==> config.mk <==
export PLATFORM = sky130hd
export DESIGN_NAME = uart_cmd_ctrl_flat
export DESIGN_NICKNAME = d
export VERILOG_FILES = /design/src/rtl/uart_cmd_ctrl_pkg.sv /design/src/rtl/uart_cmd_ctrl_if.sv /design/src/rtl/uart_cmd_ctrl_byte_timer.sv /design/src/rtl/uart_cmd_ctrl.sv /design/src/flat_wrapper.sv
export SDC_FILE = /design/constraint.sdc
export NUM_CORES = 1
export LEC_CHECK = 0
export ABC_AREA = 0
export BUFFER_PORTS_ARGS = -buffer_cell sky130_fd_sc_hd__buf_4
export CORE_MARGIN = 3
export CORE_UTILIZATION = 50
export DETAILED_ROUTE_END_ITERATION = 6
export GPL_ROUTABILITY_DRIVEN = 0
export GPL_TIMING_DRIVEN = 0
export HOLD_SLACK_MARGIN = 0.12
export PLACE_DENSITY = 0.72
export SKIP_CTS_REPAIR_TIMING = 1
export SLEW_MARGIN = 20
export SYNTH_ARGS = -nofsm -noshare
export SYNTH_HDL_FRONTEND = slang
export SYNTH_SLANG_ARGS = --single-unit
==> constraint.sdc <==
create_clock -name clk -period 2.3 [get_ports clk]
set_clock_uncertainty 0.15 [all_clocks]
set_input_delay 0.345 -clock clk [delete_from_list [all_inputs] [get_ports clk]]
set_output_delay 0.345 -clock clk [all_outputs]
set_load 0.01 [all_outputs]
==> src/rtl/uart_cmd_ctrl_pkg.sv <==
// ie_defs: opcode constants and FSM state encoding for the UART command controller
package ie_defs;
  localparam logic [7:0] CMD_WRITE = 8'h02;
  localparam logic [7:0] CMD_READ  = 8'h03;
  localparam logic [7:0] CMD_HALT  = 8'h06;
  localparam logic [7:0] CMD_RUN   = 8'h07;
  typedef enum logic [2:0] {IDLE, ADDR_HI, ADDR_LO, DATA, BUS, TX_SEND, TX_WAIT} state_t;
endpackage

==> src/rtl/uart_cmd_ctrl_if.sv <==
// uart_cmd_ctrl_if: UART byte stream, TX handshake, CPU bus and CPU control signals
interface uart_cmd_ctrl_if;
  logic       rx_valid;
  logic [7:0] rx_data;
  logic       tx_start;
  logic [7:0] tx_data;
  logic       tx_active;
  logic       tx_done;
  logic [15:0] bus_addr;
  logic [7:0] bus_wdata;
  logic       bus_req;
  logic       bus_we;
  logic       bus_ack;
  logic [7:0] bus_rdata;
  logic       cpu_halt;
  logic       cmd_err;
  modport master (
    input  rx_valid, rx_data, tx_active, tx_done, bus_ack, bus_rdata,
    output tx_start, tx_data, bus_addr, bus_wdata, bus_req, bus_we, cpu_halt, cmd_err
  );
  modport slave (
    output rx_valid, rx_data, tx_active, tx_done, bus_ack, bus_rdata,
    input  tx_start, tx_data, bus_addr, bus_wdata, bus_req, bus_we, cpu_halt, cmd_err
  );
endinterface

==> src/rtl/uart_cmd_ctrl_byte_timer.sv <==
// uart_byte_timer: inter-byte timeout, expires after TIMEOUT_CYCLES enabled cycles without a kick
module uart_byte_timer #(
  parameter logic [31:0] TIMEOUT_CYCLES = 32'd2_500_000
) (
  input  logic clk,
  input  logic rst,
  input  logic enable,
  input  logic kick,
  output logic expired
);
  logic [31:0] r_cnt;
  always_ff @(posedge clk) begin
    if (!rst || !enable || kick) r_cnt <= '0;
    else if (!expired) r_cnt <= r_cnt + 32'd1;
  end
  assign expired = enable && !kick && (r_cnt == TIMEOUT_CYCLES - 32'd1);
endmodule

==> src/rtl/uart_cmd_ctrl.sv <==
// uart_cmd_ctrl: decodes UART command bytes into CPU bus reads/writes and halt/run control
module uart_cmd_ctrl
  import ie_defs::*;
#(
  parameter logic [31:0] TIMEOUT_CYCLES = 32'd2_500_000
) (
  input logic clk,
  input logic rst,
  uart_cmd_ctrl_if.master b
);
  state_t      r_state;
  logic [7:0]  r_op;
  logic        r_tx_start;
  logic [7:0]  r_tx_data;
  logic [15:0] r_bus_addr;
  logic [7:0]  r_bus_wdata;
  logic        r_bus_req;
  logic        r_bus_we;
  logic        r_cpu_halt;
  logic        r_cmd_err;
  logic        w_expired;
  logic        w_in_cmd;
  logic        w_busy;
  assign w_in_cmd = r_state inside {ADDR_HI, ADDR_LO, DATA};
  assign w_busy   = r_state inside {BUS, TX_SEND, TX_WAIT};
  uart_byte_timer #(.TIMEOUT_CYCLES(TIMEOUT_CYCLES)) u_timer (
    .clk(clk), .rst(rst), .enable(w_in_cmd), .kick(b.rx_valid), .expired(w_expired)
  );
  always_ff @(posedge clk) begin
    if (!rst) begin
      r_state     <= IDLE;
      r_op        <= 8'h00;
      r_tx_start  <= 1'b0;
      r_tx_data   <= 8'h00;
      r_bus_addr  <= 16'h0000;
      r_bus_wdata <= 8'h00;
      r_bus_req   <= 1'b0;
      r_bus_we    <= 1'b0;
      r_cpu_halt  <= 1'b0;
      r_cmd_err   <= 1'b0;
    end else begin
      r_tx_start <= 1'b0;
      r_cmd_err  <= b.rx_valid && w_busy;
      case (r_state)
        IDLE: if (b.rx_valid) begin
          if (b.rx_data == CMD_HALT) r_cpu_halt <= 1'b1;
          else if (b.rx_data == CMD_RUN) r_cpu_halt <= 1'b0;
          else if (b.rx_data == CMD_WRITE || b.rx_data == CMD_READ) begin
            r_op    <= b.rx_data;
            r_state <= ADDR_HI;
          end
        end
        ADDR_HI: if (b.rx_valid) begin
          r_bus_addr[15:8] <= b.rx_data;
          r_state          <= ADDR_LO;
        end else if (w_expired) begin
          r_state   <= IDLE;
          r_cmd_err <= 1'b1;
        end
        ADDR_LO: if (b.rx_valid) begin
          r_bus_addr[7:0] <= b.rx_data;
          r_state         <= (r_op == CMD_WRITE) ? DATA : BUS;
        end else if (w_expired) begin
          r_state   <= IDLE;
          r_cmd_err <= 1'b1;
        end
        DATA: if (b.rx_valid) begin
          r_bus_wdata <= b.rx_data;
          r_state     <= BUS;
        end else if (w_expired) begin
          r_state   <= IDLE;
          r_cmd_err <= 1'b1;
        end
        // bus is only granted while halted; a running CPU gets writes dropped and reads answered 0xFF
        BUS: if (!r_bus_req) begin
          if (r_cpu_halt) begin
            r_bus_req <= 1'b1;
            r_bus_we  <= (r_op == CMD_WRITE);
          end else if (r_op == CMD_WRITE) r_state <= IDLE;
          else begin
            r_tx_data <= 8'hFF;
            r_state   <= TX_SEND;
          end
        end else if (b.bus_ack) begin
          r_bus_req <= 1'b0;
          r_bus_we  <= 1'b0;
          if (r_op == CMD_WRITE) r_state <= IDLE;
          else begin
            r_tx_data <= b.bus_rdata;
            r_state   <= TX_SEND;
          end
        end
        TX_SEND: if (!b.tx_active) begin
          r_tx_start <= 1'b1;
          r_state    <= TX_WAIT;
        end
        TX_WAIT: if (b.tx_done) r_state <= IDLE;
        default: r_state <= IDLE;
      endcase
    end
  end
  assign b.tx_start  = r_tx_start;
  assign b.tx_data   = r_tx_data;
  assign b.bus_addr  = r_bus_addr;
  assign b.bus_wdata = r_bus_wdata;
  assign b.bus_req   = r_bus_req;
  assign b.bus_we    = r_bus_we;
  assign b.cpu_halt  = r_cpu_halt;
  assign b.cmd_err   = r_cmd_err;
endmodule

==> src/flat_wrapper.sv <==
// flat-port wrapper written by rule: the top's interface ports become plain ports
module uart_cmd_ctrl_flat import ie_defs::*;
#(
  parameter logic [31:0] TIMEOUT_CYCLES = 32'd2_500_000
)
  (clk, rst, b_rx_valid, b_rx_data, b_tx_active, b_tx_done, b_bus_ack, b_bus_rdata, b_tx_start, b_tx_data, b_bus_addr, b_bus_wdata, b_bus_req, b_bus_we, b_cpu_halt, b_cmd_err);
  uart_cmd_ctrl_if b_i ();
  input logic clk;
  input logic rst;
  input wire logic [$bits(b_i.rx_valid)-1:0] b_rx_valid;
  input wire logic [$bits(b_i.rx_data)-1:0] b_rx_data;
  input wire logic [$bits(b_i.tx_active)-1:0] b_tx_active;
  input wire logic [$bits(b_i.tx_done)-1:0] b_tx_done;
  input wire logic [$bits(b_i.bus_ack)-1:0] b_bus_ack;
  input wire logic [$bits(b_i.bus_rdata)-1:0] b_bus_rdata;
  output wire logic [$bits(b_i.tx_start)-1:0] b_tx_start;
  output wire logic [$bits(b_i.tx_data)-1:0] b_tx_data;
  output wire logic [$bits(b_i.bus_addr)-1:0] b_bus_addr;
  output wire logic [$bits(b_i.bus_wdata)-1:0] b_bus_wdata;
  output wire logic [$bits(b_i.bus_req)-1:0] b_bus_req;
  output wire logic [$bits(b_i.bus_we)-1:0] b_bus_we;
  output wire logic [$bits(b_i.cpu_halt)-1:0] b_cpu_halt;
  output wire logic [$bits(b_i.cmd_err)-1:0] b_cmd_err;
  assign b_i.rx_valid = b_rx_valid;
  assign b_i.rx_data = b_rx_data;
  assign b_i.tx_active = b_tx_active;
  assign b_i.tx_done = b_tx_done;
  assign b_i.bus_ack = b_bus_ack;
  assign b_i.bus_rdata = b_bus_rdata;
  assign b_tx_start = b_i.tx_start;
  assign b_tx_data = b_i.tx_data;
  assign b_bus_addr = b_i.bus_addr;
  assign b_bus_wdata = b_i.bus_wdata;
  assign b_bus_req = b_i.bus_req;
  assign b_bus_we = b_i.bus_we;
  assign b_cpu_halt = b_i.cpu_halt;
  assign b_cmd_err = b_i.cmd_err;
  uart_cmd_ctrl #(.TIMEOUT_CYCLES(TIMEOUT_CYCLES)) u_core (.clk(clk), .rst(rst), .b(b_i));
endmodule
Word level (Yosys, flattened, before mapping)
Cells that the tools add are included.
Widths: inputs -> output; s select.
{"block": "totals", "output_inout_bits": 37, "wordCells": 95, "reg_bits": 80}
{"block": "op_classes", "bitwise": 3, "muxes": 33, "eq_ne": 22, "reduce_logical": 24, "n_addsub": 1}
{"operator": "$mux 3", "count": 15}
{"operator": "$mux 8", "count": 5}
{"operator": "$add 32x1->32 const B", "count": 1}
{"operator": "$eq 32x22->1 const B", "count": 1}
{"operator": "$eq 8x2->1 const B", "count": 3}
{"operator": "$pmux 3 s7", "count": 1}
{"operator": "$eq 8x3->1 const B", "count": 2}
{"operator": "$mux 1", "count": 12}
{"operator": "$ne 2x2->1 const B", "count": 6}
{"operator": "$eq 3x3->1 const B", "count": 3}
{"operator": "$reduce_and 2->1", "count": 4}
{"operator": "$reduce_and 8->1", "count": 1}
{"operator": "$eq 3x2->1 const B", "count": 2}
{"operator": "$reduce_and 3->1", "count": 2}
{"operator": "$reduce_bool 3->1", "count": 2}
{"operator": "$reduce_and 5->1", "count": 1}
{"operator": "$ne 2x1->1 const B", "count": 2}
{"operator": "$reduce_and 4->1", "count": 1}
{"operator": "$reduce_bool 2->1", "count": 2}
{"operator": "$eq 3x1->1 const B", "count": 1}
{"operator": "$logic_and 1x1->1", "count": 3}
{"operator": "$logic_not 1->1", "count": 3}
{"operator": "$logic_not 3->1", "count": 1}
{"operator": "$logic_or 1x1->1", "count": 3}
{"operator": "4 further kinds", "count": 6}

Logic depth before layout (Yosys ltp)
{"block": "depth", "word_depth": 7, "mapped_depth": 7, "mapped_depth_nobuf": 6}

Modules after synthesis
From an unflattened synthesis, not the netlist that was laid out.
{"block": "hier_totals", "hier_cells": 414, "hier_area_um2": 3718.6}
{"module": "uart_cmd_ctrl", "seq_area_each_um2": 960.9, "instances": 1, "area_each_um2": 2099.5, "cells_each": 226}
{"module": "uart_byte_timer", "seq_area_each_um2": 640.6, "instances": 1, "area_each_um2": 1619.1, "cells_each": 188}

Least setup slack after synthesis
Ideal clock, no wire load.
{"block": "synth_timing", "path_type": "input-to-reg", "start": "input port b_rx_valid", "end": "register u_core.r_state[1]", "required_ps": 2047, "path_slack_ps": 270, "arrival_ps": 1777, "n_path_buf": 1, "path_stages": 6, "path_cell_list": "buf_2 > or4b_1 > o21ba_2 > a211oi_1 > a31oi_1 > a2111oi_2"}
{"block": "synth_via", "elab_chain_len": 6}
{"item": "start, declared", "line_no": "flat_wrapper.sv:10", "text": "input wire logic [$bits(b_i.rx_valid)-1:0] b_rx_valid;"}
{"item": "$logic_not 1->1", "line_no": "uart_cmd_ctrl_byte_timer.sv:16", "text": "assign expired = enable && !kick && (r_cnt == TIMEOUT_CYCLES - 32'd1);"}
{"item": "$logic_and 1x1->1 (2 in series)", "line_no": "uart_cmd_ctrl_byte_timer.sv:16"}
{"item": "$mux 3"}
{"item": "$mux 3, on equally long branches", "line_no": "uart_cmd_ctrl.sv:67, uart_cmd_ctrl.sv:53, uart_cmd_ctrl.sv:60"}
{"item": "$pmux 3 s7", "line_no": "uart_cmd_ctrl.sv:44", "text": "case (r_state)"}
{"item": "end signal, assigned", "line_no": "uart_cmd_ctrl.sv:62", "text": "r_state <= (r_op == CMD_WRITE) ? DATA : BUS;"}
{"item": "end, declared", "line_no": "uart_cmd_ctrl.sv:11", "text": "state_t r_state;"}
Several ways; a longest one is shown, not always the timed one.
A chain may end at the register's enable or synchronous reset.

Final worst setup path
{"block": "layout_timing", "start": "register u_core.u_timer.r_cnt[17]", "end": "register u_core.r_cmd_err, in the netlist u_core.b.cmd_err"}
{"block": "layout_via", "elab_chain_len": 5}
{"item": "start, declared", "line_no": "uart_cmd_ctrl_byte_timer.sv:11", "text": "logic [31:0] r_cnt;"}
{"item": "start signal, assigned", "line_no": "uart_cmd_ctrl_byte_timer.sv:14", "text": "else if (!expired) r_cnt <= r_cnt + 32'd1;"}
{"item": "$eq 32x22->1", "line_no": "uart_cmd_ctrl_byte_timer.sv:16"}
{"item": "$logic_and 1x1->1", "line_no": "uart_cmd_ctrl_byte_timer.sv:16"}
{"item": "$mux 1", "line_no": "uart_cmd_ctrl.sv:56, uart_cmd_ctrl.sv:63, uart_cmd_ctrl.sv:70"}
{"item": "$mux 1", "line_no": "uart_cmd_ctrl.sv:60", "text": "ADDR_LO: if (b.rx_valid) begin"}
{"item": "$mux 1"}
{"item": "end signal, assigned", "line_no": "uart_cmd_ctrl.sv:43", "text": "r_cmd_err <= b.rx_valid && w_busy;"}
{"item": "end, declared", "line_no": "uart_cmd_ctrl.sv:20", "text": "logic r_cmd_err;"}
No other way between the ends.

==> impl_metrics.ini <==
[clock_tree]
clock_latency_ns = 0.34
cts_root_buf = clkbuf_8
cts_buffer_depth = 2
numClockSinks = 80
cts.reportedPaths.clkPinSlew_ns = 0.08
cts_tree = done
cts_made_buffers = 9
htreeDepth = 3

[grt]
antenna_found_initial = 0
grt_pass1_vias = 2932
grt_pass1_wl_um = 13400
grt_usage = 0.215
grt_overflow = 0
grt_start_max_net_pins = 15

[min_path]
min_to = u_core.b.tx_data[2]
hold_path.class = in -> reg
whs_path_depth = 3
min_from = b_bus_rdata[2]

[yosys]
syn-cell-area_um2 = 3480
synth_edf_count = 0
syn_area_per_cell_um2 = 8.48
netlist-cell-type-count = 48
async_reset_ff_frac = 0
synth_nets = 433
synth_seq_cells = 80
ys_seq_area_frac = 0.461
ys_warn_count = 0
yosys_most_used_dff = dfxtp_1
synthCells = 410

[timing]
setup_viol = 0
whs_ns = 0.115
hold_viol = 0
slew_headroom = 0.441
fmax_ghz = 0.450
drv_slew = 0
tightest_slew_ns = 0.832
period_needed_ns = 2.22
finalCritPeriodShare = 0.967

[routing]
drc = 0
wl_per_cell_um = 14.1
ant_nets = 0
drt_wl_total_um = 8000
vias_per_cell = 5.41
via_count = 3070
drt_iter0_drc = 142
firstDrtPassIters = 4

[setup_path]
cpPeakStageDelay_ns = 0.45
r2r_end = u_core.b.cmd_err
cp-start-kind = register
cp.required_ns = 2.41
worst_path_max_delay_cell = or3_1
cp_max_fo = 4
path_class = reg -> reg
r2r_slack_ns = 0.08
cp_top_family = simple AND/OR/NAND/NOR gates
r2r_start = u_core.u_timer.r_cnt[17]
crit_buf_inv = 0
cp-end-kind = register
r2r_cells = 5
crit_arrival_ns = 2.34
crit_path_cell_trace = nor4bb_1, nand4_1, or3_1, or4_1, a21oi_1

[floorplanning]
ios = 59
initial_core_util = 0.532
die_area_um2 = 7990
die_x_um = 89.4
core_area_um2 = 6530
fp-row-count = 29
fp.dieH_um = 89.4

[layout]
area_delta_synth_final_pct = 24.3
nFillCells = 552
fin_cells = 567
final_layout_size_suffix_gt1_frac = 0.204
layout.nets = 508
antenna_cells = 0

[placement]
portBuffers = 57
hpwl_um = 5710
place_inst = 544

[job]
drv_cap = 0

[power_and_ir_drop]
ir_drop_uv = 507
cellLeakagePower_nw = 1.56
total_power_w = 0.00259
powerDensity_nw_per_um2 = 600

[status]
status = finished, final reports clean
metrics by stage:
step	TNS [ns]	setup WS (ns)	utilization	cell area (um2)
final	0	0.0769	0.662	4320
after floorplan	0	0.270	-	3480
after global routing	-0.00846	-0.00846	0.662	4320
after detailed placement	-0.347	-0.119	0.613	4000
after CTS	-0.652	-0.193	0.646	4220
after global placement	-0.142	-0.0607	0.613	4000
how the worst max path moves through the flow:
stage	end	from	slack (ns)	cells past startpoint
after global placement	u_core.b.tx_data[7]	u_core.r_state[1]	-0.06	7
after detailed placement	u_core.b.tx_data[7]	u_core.r_state[1]	-0.12	7
after global routing	u_core.r_state[1]	u_core.r_op[3]	-0.008	6
after floorplan	u_core.r_state[1]	b_rx_valid	0.27	6
final	u_core.b.cmd_err	u_core.u_timer.r_cnt[17]	0.08	5
after CTS	u_core.b.tx_data[6]	u_core.r_state[1]	-0.19	7
registers in the layout (all words and copies together), names as in the netlist:
name,count
u_core.u_timer.r_cnt,32
u_core.b.bus_addr,16
u_core.b.bus_wdata,8
u_core.b.tx_data,8
u_core.r_op,8
u_core.r_state,3
u_core.b.bus_req,1
u_core.b.bus_we,1
u_core.b.cmd_err,1
u_core.b.cpu_halt,1
u_core.b.tx_start,1
metal layers:
metal / GRT usage / wire length (um) / up-vias
li1: - / - / 1572
met1: 0.268 / 3630 / 1425
met2: 0.357 / 3900 / 71
met3: 0.0654 / 431 / 2
met4: 0.0636 / 39 / 0
met5: 0 / 0 / -
synth_stat cells (2+ instances only):
master / number / area, um2
nand3_1: 9 / 45.0
buf_2: 4 / 20.0
and2_2: 3 / 22.5
and3_1: 11 / 68.8
a311oi_1: 8 / 70.1
or4b_1: 2 / 20.0
clkbuf_1: 14 / 52.6
mux2i_1: 10 / 100
inv_1: 19 / 71.3
nand2b_1: 4 / 25.0
or3_1: 11 / 68.8
nand2_1: 51 / 191
mux2_2: 3 / 33.8
o21ai_0: 10 / 50.1
nor4b_1: 2 / 17.5
or2_2: 2 / 12.5
nor3_1: 13 / 65.1
or4_1: 2 / 15.0
a21o_1: 2 / 15.0
xnor2_1: 15 / 131
nor2b_1: 3 / 18.8
buf_1: 2 / 7.51
nand4_1: 10 / 62.6
xor2_1: 7 / 61.3
nor4_1: 7 / 43.8
and4_1: 2 / 17.5
dfxtp_1: 80 / 1600
nor2_1: 49 / 184
nor4bb_1: 2 / 20.0
a21oi_1: 35 / 175
tightest hold or removal path: stages:
cell and delay [ns]:
buf_4 0.11, inv_1 0.04, a311oi_1 0.07
placed cells by master (no fill, tap or decap), types with 3 or more instances in the layout:
cell type	n
dlygate4sd3_1	6
mux2_2	3
nor4_1	7
or3_1	11
and3_1	11
clkbuf_8	9
clkinv_4	3
nor3_1	11
xor2_1	7
mux2i_1	10
and2_2	3
dfxtp_1	78
buf_4	57
nand4_1	10
a311oi_1	7
nand2b_1	4
nor2_1	49
nand2_1	51
inv_1	19
o21ai_0	10
buf_2	4
clkbuf_1	14
xnor2_1	15
a21oi_1	35
nand3_1	9
nor2b_1	3
power breakdown:
group          total (W)  switching [W]  leakage (nW)  internal [W]
registers        0.00139     0.00000137         0.645       0.00139
clock network    0.00112       0.000511         0.113      0.000613
logic          0.0000838      0.0000431         0.803     0.0000407
total            0.00259       0.000555          1.56       0.00204
cells by family (layout without fill, tap and decap cells):
group,after synthesis,in the layout,share of synthesized area
AND/OR/NAND/NOR,191,191,0.286
flip-flops,80,80,0.461
buffers and inverters,39,119,0.0435
adder cells (fa/ha/maj),1,1,0.00360
AO/OA/AOI/OAI,64,64,0.112
XOR/XNOR,22,22,0.0554
multiplexers,13,13,0.0385
area by class of cell:
type,instances,area (um2),share of cell area
Timing Repair Buffer,64,499,0.116
Tap cell,77,96.3,0.0223
Buffer,20,80.1,0.0185
Sequential cell,80,1600,0.371
Clock inverter,7,96.3,0.0223
Multi-Input combinational cell,291,1750,0.405
Inverter,19,71.3,0.0165
Clock buffer,9,124,0.0287
Power figures use the tool's default switching activity.
